File: src/rtl/fmc150_spi_pkg.sv
// Shared constants, frame field helpers and frame-tracking state for the
// FMC150 SPI responder.
package fmc150_spi_pkg;

    localparam int unsigned FRAME_W  = 32;
    localparam int unsigned ADDR_W   = 4;
    localparam int unsigned DATA_W   = 28;
    localparam int unsigned BITCNT_W = 6;

    localparam logic [ADDR_W-1:0]   READ_CMD    = 4'hE;
    localparam logic [BITCNT_W-1:0] BITCNT_FULL = 6'd32;
    localparam logic [BITCNT_W-1:0] BITCNT_SAT  = 6'd33;

    typedef enum logic {
        ST_IDLE,
        ST_FRAME
    } frame_state_t;

    function automatic logic [ADDR_W-1:0] frame_addr(input logic [FRAME_W-1:0] frame);
        return frame[ADDR_W-1:0];
    endfunction

    function automatic logic [DATA_W-1:0] frame_data(input logic [FRAME_W-1:0] frame);
        return frame[FRAME_W-1:ADDR_W];
    endfunction

endpackage

File: src/rtl/fmc150_spi_sync.sv
// Two-flop synchronizer for the SPI pins plus a registered stage that yields
// sclk/csb edge pulses; all outputs share the same 3-cycle pin latency.
module fmc150_spi_sync (
    input  logic clk,
    input  logic rst,
    input  logic sclk_in,
    input  logic csb_in,
    input  logic sdi_in,
    input  logic srst_n_in,
    output logic sclk_rise,
    output logic sclk_fall,
    output logic csb_rise,
    output logic csb_fall,
    output logic csb_level,
    output logic sdi,
    output logic srst_n
);

    // Bit order {srst_n, sdi, csb, sclk}; reset to the idle bus levels so no
    // spurious edge is seen when reset releases.
    localparam logic [3:0] IDLE_LVL = 4'b1010;

    logic [3:0] meta;
    logic [3:0] sync;
    logic [3:0] held;

    always_ff @(posedge clk or posedge rst) begin
        if (rst) begin
            meta      <= IDLE_LVL;
            sync      <= IDLE_LVL;
            held      <= IDLE_LVL;
            sclk_rise <= 1'b0;
            sclk_fall <= 1'b0;
            csb_rise  <= 1'b0;
            csb_fall  <= 1'b0;
        end else begin
            meta      <= {srst_n_in, sdi_in, csb_in, sclk_in};
            sync      <= meta;
            held      <= sync;
            sclk_rise <= sync[0] & ~held[0];
            sclk_fall <= ~sync[0] & held[0];
            csb_rise  <= sync[1] & ~held[1];
            csb_fall  <= ~sync[1] & held[1];
        end
    end

    // Levels come from the third stage so they line up with the edge pulses.
    assign csb_level = held[1];
    assign sdi       = held[2];
    assign srst_n    = held[3];

endmodule

File: src/rtl/fmc150_spi_responder.sv
// SPI mode-0 slave decoding 32-bit FMC150 frames into a register file.
// Define FMC150_SPI_RESPONDER_READBACK_EN to enable read commands and sdo shift-out.
module fmc150_spi_responder
    import fmc150_spi_pkg::*;
#(
    parameter int unsigned       NREGS   = 14,
    parameter logic [DATA_W-1:0] RST_VAL = 28'h0
) (
    input  logic              CLK,
    input  logic              RST,
    input  logic              spi_sclk,
    input  logic              spi_csb,
    input  logic              spi_sdi,
    input  logic              spi_srst_n,
    output logic              spi_sdo,
    output logic              spi_sdo_oe,
    output logic              wr_valid,
    output logic [ADDR_W-1:0] wr_addr,
    output logic [DATA_W-1:0] wr_data,
    input  logic [ADDR_W-1:0] rd_addr,
    output logic [DATA_W-1:0] rd_data,
    output logic              frame_err,
    output logic [7:0]        err_count
);

    localparam int unsigned       LIM_W     = ADDR_W + 1;
    localparam logic [LIM_W-1:0]  NREGS_LIM = LIM_W'(NREGS);

    function automatic logic in_range(input logic [ADDR_W-1:0] addr);
        return {1'b0, addr} < NREGS_LIM;
    endfunction

    logic sclk_rise, sclk_fall, csb_rise, csb_fall, csb_level, sdi, srst_n;
    logic srst;

    frame_state_t          state, state_next;
    logic [BITCNT_W-1:0]   bit_cnt;
    logic [FRAME_W-1:0]    rx;
    logic [ADDR_W-1:0]     rx_addr;
    logic [DATA_W-1:0]     rx_data;
    logic [DATA_W-1:0]     regs [16];
    logic                  frame_end;

    fmc150_spi_sync u_sync (
        .clk       (CLK),
        .rst       (RST),
        .sclk_in   (spi_sclk),
        .csb_in    (spi_csb),
        .sdi_in    (spi_sdi),
        .srst_n_in (spi_srst_n),
        .sclk_rise (sclk_rise),
        .sclk_fall (sclk_fall),
        .csb_rise  (csb_rise),
        .csb_fall  (csb_fall),
        .csb_level (csb_level),
        .sdi       (sdi),
        .srst_n    (srst_n)
    );

    assign srst      = ~srst_n;
    assign rx_addr   = frame_addr(rx);
    assign rx_data   = frame_data(rx);
    assign frame_end = (state == ST_FRAME) && csb_rise;

    always_ff @(posedge CLK or posedge RST) begin
        if (RST) state <= ST_IDLE;
        else     state <= state_next;
    end

    // A soft reset drops back to idle, so the aborted frame's csb rise is ignored.
    always_comb begin
        state_next = state;
        if (srst) begin
            state_next = ST_IDLE;
        end else begin
            case (state)
                ST_IDLE:  if (csb_fall) state_next = ST_FRAME;
                ST_FRAME: if (csb_rise) state_next = ST_IDLE;
                default:  state_next = ST_IDLE;
            endcase
        end
    end

    always_ff @(posedge CLK or posedge RST) begin
        if (RST) begin
            bit_cnt    <= '0;
            rx         <= '0;
            wr_valid   <= 1'b0;
            wr_addr    <= '0;
            wr_data    <= '0;
            frame_err  <= 1'b0;
            err_count  <= '0;
            spi_sdo_oe <= 1'b0;
            for (int unsigned i = 0; i < 16; i++) regs[4'(i)] <= RST_VAL;
        end else begin
            wr_valid   <= 1'b0;
            frame_err  <= 1'b0;
            spi_sdo_oe <= ~csb_level;
            if (srst) begin
                bit_cnt <= '0;
                rx      <= '0;
                for (int unsigned i = 0; i < 16; i++) regs[4'(i)] <= RST_VAL;
            end else if (frame_end) begin
                if (bit_cnt == BITCNT_FULL) begin
                    if (in_range(rx_addr)) begin
                        regs[rx_addr] <= rx_data;
                        wr_valid      <= 1'b1;
                        wr_addr       <= rx_addr;
                        wr_data       <= rx_data;
                    end
                end else begin
                    frame_err <= 1'b1;
                    if (err_count != '1) err_count <= err_count + 8'd1;
                end
            end else if ((state == ST_IDLE) && csb_fall) begin
                bit_cnt <= '0;
            end else if ((state == ST_FRAME) && sclk_rise) begin
                rx <= {rx[FRAME_W-2:0], sdi};
                if (bit_cnt != BITCNT_SAT) bit_cnt <= bit_cnt + 1'b1;
            end
        end
    end

    always_comb begin
        rd_data = '0;
        if (in_range(rd_addr)) rd_data = regs[rd_addr];
    end

`ifdef FMC150_SPI_RESPONDER_READBACK_EN
    logic [FRAME_W-1:0] shadow;
    logic [ADDR_W-1:0]  cmd_idx;
    logic [DATA_W-1:0]  cmd_val;

    assign cmd_idx = rx_data[ADDR_W-1:0];

    always_comb begin
        cmd_val = '0;
        if (in_range(cmd_idx)) cmd_val = regs[cmd_idx];
    end

    // Shadow is loaded only by a read command and cleared by every other frame end.
    always_ff @(posedge CLK or posedge RST) begin
        if (RST) begin
            shadow <= '0;
        end else if (srst) begin
            shadow <= '0;
        end else if (frame_end) begin
            if ((bit_cnt == BITCNT_FULL) && (rx_addr == READ_CMD)) shadow <= {cmd_val, cmd_idx};
            else                                                  shadow <= '0;
        end else if ((state == ST_FRAME) && sclk_fall) begin
            shadow <= {shadow[FRAME_W-2:0], 1'b0};
        end
    end

    assign spi_sdo = shadow[FRAME_W-1];
`else
    assign spi_sdo = 1'b0;
`endif

endmodule

File: config.mk
export PLATFORM = sky130hd
export DESIGN_NAME = fmc150_spi_responder
export DESIGN_NICKNAME = d
export VERILOG_FILES = /design/src/rtl/fmc150_spi_pkg.sv /design/src/rtl/fmc150_spi_sync.sv /design/src/rtl/fmc150_spi_responder.sv
export SDC_FILE = /design/constraint.sdc
export NUM_CORES = 1
export LEC_CHECK = 0
export ABC_CLOCK_PERIOD_IN_PS = 21900
export CAP_MARGIN = 20
export CORE_ASPECT_RATIO = 1.4
export CORE_MARGIN = 2
export CORE_UTILIZATION = 61
export CTS_BUF_LIST = sky130_fd_sc_hd__clkbuf_8 sky130_fd_sc_hd__clkbuf_16
export CTS_CLUSTER_DIAMETER = 30
export DETAILED_ROUTE_END_ITERATION = 12
export PLACE_DENSITY_LB_ADDON = 0.1
export SYNTH_ARGS = -nofsm -noshare
export SYNTH_HDL_FRONTEND = slang
export SYNTH_SLANG_ARGS = --single-unit
File: constraint.sdc
create_clock -name CLK -period 21.9 [get_ports CLK]
set_clock_uncertainty 0.2 [all_clocks]
set_input_delay 4.38 -clock CLK [delete_from_list [all_inputs] [get_ports CLK]]
set_output_delay 4.38 -clock CLK [all_outputs]
set_load 0.005 [all_outputs]
* Word level (Yosys, flattened, before mapping)
Cells that the tools add are included.
** Storage, ports and cells
- Bits in registers :: 545
- Input port bits :: 10
- Word-level logic and storage cells :: 99
- Output and inout port bits :: 72
** Cells by class
- Bitwise logic cells :: 10
- Equal/unequal tests :: 11
- Reduce and logical (&&, ||, !) cells :: 9
- Order comparisons :: 5
- Add/sub/neg operators :: 2
- Muxes and demuxes :: 31
** Operator list (number)
- $mux W448 :: 4
- $bwmux W448 :: 1
- $mux W32 :: 4
- $bmux W28 S4 :: 1
- $demux W28 S4 :: 1
- $mux W28 :: 4
- $mux W6 :: 5
- $ne A2 B2 Y1 const B :: 6
- $ge A5 B5 Y1 const B :: 2
- $mux W1 :: 10
- $not A4 Y5 :: 2
- $reduce_and A3 Y1 :: 3
- $add A8 B1 Y8 const B :: 1
- $lt A4 B4 Y1 const B :: 2
- $ne A8 B8 Y1 const B :: 1
- $reduce_and A4 Y1 :: 2
- $add A6 B1 Y6 const B :: 1
- $eq A6 B6 Y1 const B :: 1
- $ne A3 B3 Y1 const B :: 2
- $ne A6 B6 Y1 const B :: 1
- $lt A5 B1 Y1 const B :: 1
- $not A1 Y1 :: 5
- $logic_and A1 B1 Y1 :: 4
- $and A1 B1 Y1 :: 3
- $pmux W1 S2 :: 1

* Longest topological paths before layout
- Depth after elaboration :: 10
- Mapped depth :: 9
- Depth with buffers taken out :: 6

* Hierarchy
Synthesis repeated with hierarchy kept, for this count alone.
** Unflattened totals
- Cell total of the unflattened synthesis :: 2175
- Area total of the unflattened synthesis :: 23551.3 µm²
** By module, submodules not included
- fmc150_spi_responder :: cells an instance 2154, instances 1, area each 23104.7 µm²
- fmc150_spi_sync :: cells an instance 21, instances 1, area each 446.7 µm²

* Least setup slack after synthesis
Ideal clock, no wire load.
- Path kind :: in2out
- Start point :: input rd_addr[0]
- End point :: output rd_data[26]
- Data required time :: 17.320 ns
- Arrival time :: 5.863 ns
- Cell stages on the path :: 8
- Setup slack :: 11.457 ns
- Cell sequence :: buf_2 buf_4 buf_2 buf_2 mux2i_1 nor2_1 o21ai_0 o21ai_0
** Between the ends
- Cells in the longest elaborated chain, start to end :: 5
- Elaborated cells between the ends (all ways) :: 6
- Classes of those cells :: order compare (1); mux (4); bitwise (1)
** Ends and longest elaborated chain
- start, declared :: line fmc150_spi_responder.sv:20 : input logic [ADDR_W-1:0] rd_addr,
- $not A4 Y5 (implied by the code) :: line fmc150_spi_responder.sv:126 : if (in_range(rd_addr)) rd_data = regs[rd_addr];
- $bmux W28 S4 :: line fmc150_spi_responder.sv:126
- $mux W28 (implied by the code) (2 in a row) :: line fmc150_spi_responder.sv:126
- $mux W28 * :: line fmc150_spi_responder.sv:126
- end, declared :: line fmc150_spi_responder.sv:21 : output logic [DATA_W-1:0] rd_data,
Mark *: on every way between the ends. The rest lies on a longest branch, timed or not. The select of a mux whose other input is x is not followed.

* Worst setup path in the final report
- Start point :: input rd_addr[1]
- End point :: output rd_data[23]
The elaborated chain is that of the path after synthesis.

==> results.txt <==
Antenna cells = 0
Comb pwr share = 3.4%
Outcome = completed
Starting Density = 61.90%
Most common cell after layout, fill and taps aside = nand2_1
CP endpoint kind = output port
Final setup viols = 0
Final non-filler cell total = 2,735
Post-CTS Repair Setup Buffers = 0
DRC viols = 0
Slew HR = 27.13%
Cells resized by post-CTS repair = 0
Yosys reg bits = 489
Clock transition at path regs = 50 ps
Largest net degree at the start of global routing = 245
DRT Pass-1 Iters = 5
Num rows = 85
CTS root buf = clkbuf_16
Die area = 40,690 sq um
Routed WL = 62.71 mm
Seq pwr share = 38.5%
Avg WL per Cell = 22.93 um
Routed Antenna Nets = 0
Register Area = 12,250 sq um
# fillers = 2,771
CP startpoint kind = input pin
Seq/Total Area, Yosys = 51.38%
Crit path max fanout = 36
Netlist cell types = 51
Int Power = 1.855 mW
Clock group share of total power = 58.1%
Syn Inst Count = 2,142
Crit path kind = in2out
Switching pwr = 0.5202 mW
Sum Neg Setup Slack = 0 ps
Total congestion overflow = 0
H-tree levels = 3
Multi-input gate area = 10,530 sq um
Net Sw Frac = 21.90%
Worst Tran Pin Value = 1092 ps
# port buffers = 80
Die width = 171.0 um
Place WS = 9555 ps
Min-delay worst type = reg2reg
Final Hold Vio Count = 0
Vert. Die Dim = 237.9 um
Highest Clock Rate = 80.62 MHz
Unrepaired setup endpoints after global routing = no
Crit path time final = 12,400 ps
Iter 0 DRT Violations = 1,452
Initial antenna violation count = 1
Max-slew violation count = 0
Boundary Pins = 82
Hold buffers post-CTS = 0
Peak supply drop = 0.06443 mV
MaxCap Viol Count = 0
Synthesized area = 23,830 sq um
Number of synthesis warnings = 0
Most frequent cells in the layout = nand2_1 (488), dfrtp_1 (483), mux2i_1 (268)
Area added between synthesis and finish = 15.76%
Vias per inst = 6.170
Synth Net Count = 2,156
WP data required = 17,320 ps
Proportion of layout cells with a drive suffix above 1 = 19.52%
Final Net Count = 2,160
All-layer global routing usage = 32.15%
Vias in the first global route = 18,056
Core Footprint = 38,500 sq um
Power Density = 86.11 nW/um^2
Leakage = 11.53 nW
Syn Area/Cell = 11.13 sq um
Crit path DAT = 7820 ps
First-pass GRT wire length = 100.4 mm
Setup ws final = 9496 ps
Placed insts = 2,579
Clock latency reported for the late side of the worst-skew pair = 610 ps
Hold WS = 154.3 ps
Total CTS buffers = 85
Post-DP HPWL = 33.70 mm
Vias = 16,875
CTS tree = yes
Clk buf depth = 3
Routability cong. = 0.7615
Clock sink count = 489
Period utilization = 56.64%
[final timing paths]
kind	startpoint	end	slack [ps]	depth (start not counted)
max	rd_addr[1]	rd_data[23]	9500	8
min	u_sync.sync[2]	u_sync.held[2]	150	0
max reg2reg	bit_cnt[3]	regs[336]	18550	5
min reg2reg	u_sync.sync[2]	u_sync.held[2]	150	0
max in group asynchronous	RST	regs[333]	15330	5
min in group asynchronous	RST	regs[424]	4170	2
[power by group through the flow]
stage                     sequential, mW  combinational, mW  clock [mW]
final                              0.915             0.0798        1.38
after global routing               0.915             0.0875        1.44
after CTS                          0.915             0.0796        1.39
after detailed placement           0.929             0.0792           0
after global placement             0.929             0.0784           0
after floorplan                    0.927             0.0560           0
[synth_stat cells (all sizes together)]
cell type | number | area share (%)
and3 | 4 | 0.10
or4 | 3 | 0.14
o22ai | 15 | 0.39
nor2b | 45 | 1.2
or2 | 1 | 0.026
nor2 | 22 | 0.35
inv | 8 | 0.13
and3b | 1 | 0.037
clkinv | 1 | 0.016
and2 | 2 | 0.052
nand4b | 1 | 0.037
nor4bb | 1 | 0.042
xor2 | 2 | 0.074
a211oi | 1 | 0.032
nand2 | 548 | 9.3
or4b | 2 | 0.10
a31oi | 1 | 0.026
a21boi | 173 | 6.4
mux2 | 33 | 1.6
conb | 1 | 0.016
o32ai | 15 | 0.55
nand3b | 1 | 0.032
nand3 | 66 | 1.4
ha | 4 | 0.21
or3 | 1 | 0.026
mux2i | 268 | 11
o21ai | 112 | 2.4
and4b | 1 | 0.042
buf | 92 | 2.8
nor4 | 10 | 0.58
nor3b | 1 | 0.032
nand2b | 4 | 0.10
or4bb | 1 | 0.047
nand4 | 8 | 0.21
mux4 | 69 | 6.5
dfrtp | 483 | 51
dfstp | 6 | 0.66
clkbuf | 105 | 1.7
a21oi | 17 | 0.36
nor4b | 2 | 0.074
xnor2 | 10 | 0.37
nor3 | 1 | 0.021
[flip-flops by register name (all words and copies together) (netlist names), 6 cells and up]
name       flops
wr_data       28
regs         392
err_count      8
bit_cnt        6
rx            32
[cell families (layout without fill, tap and decap cells)]
kind of cell    count (synthesis)  count (layout)  share of synthesized area (%)
compound gates                334             334                          10.11
fa+ha+maj                       4               4                         0.2100
mux                           370             370                          19.34
buf+inv                       206             277                          4.626
flops                         489             489                          51.38
other cells                     1               1                        0.01574
simple gates                  726             726                          13.88
xor+xnor                       12              12                         0.4410
[area by class of cell]
cell class / instances / share of cell area (%)
Sequential cell: 489 / 44.40
Multi-Input combinational cell: 1447 / 38.18
Clock buffer: 99 / 8.491
Timing Repair Buffer: 114 / 3.987
Clock inverter: 55 / 2.422
Tap cell: 522 / 2.368
Inverter: 9 / 0.1497
[critical path, stage by stage]
cell	delay (ps)
buf_4	490
buf_4	640
nand2b_2	660
buf_4	450
o22ai_1	150
o32ai_1	360
a21oi_1	90
clkdlybuf4s50_1	550
[per-layer routing]
layer / up-vias / track usage [%] / part of all wire [%]
met1: 8741 / 41.78 / 39
met4: 0 / 13.69 / 3.9
met3: 167 / 4.860 / 5.7
met5: - / 0 / 0
li1: 7392 / - / -
met2: 575 / 54.00 / 51
[per-stage QoR]
step	power (mW)	util [%]	instance area [sq um]
global placement	1.008	63.69	24520
CTS	2.386	71.51	27530
finish	2.375	71.65	27590
global route	2.441	71.65	27590
detailed placement	1.009	63.69	24520
floorplan	0.9835	-	23830
Power figures use the tool's default switching activity.
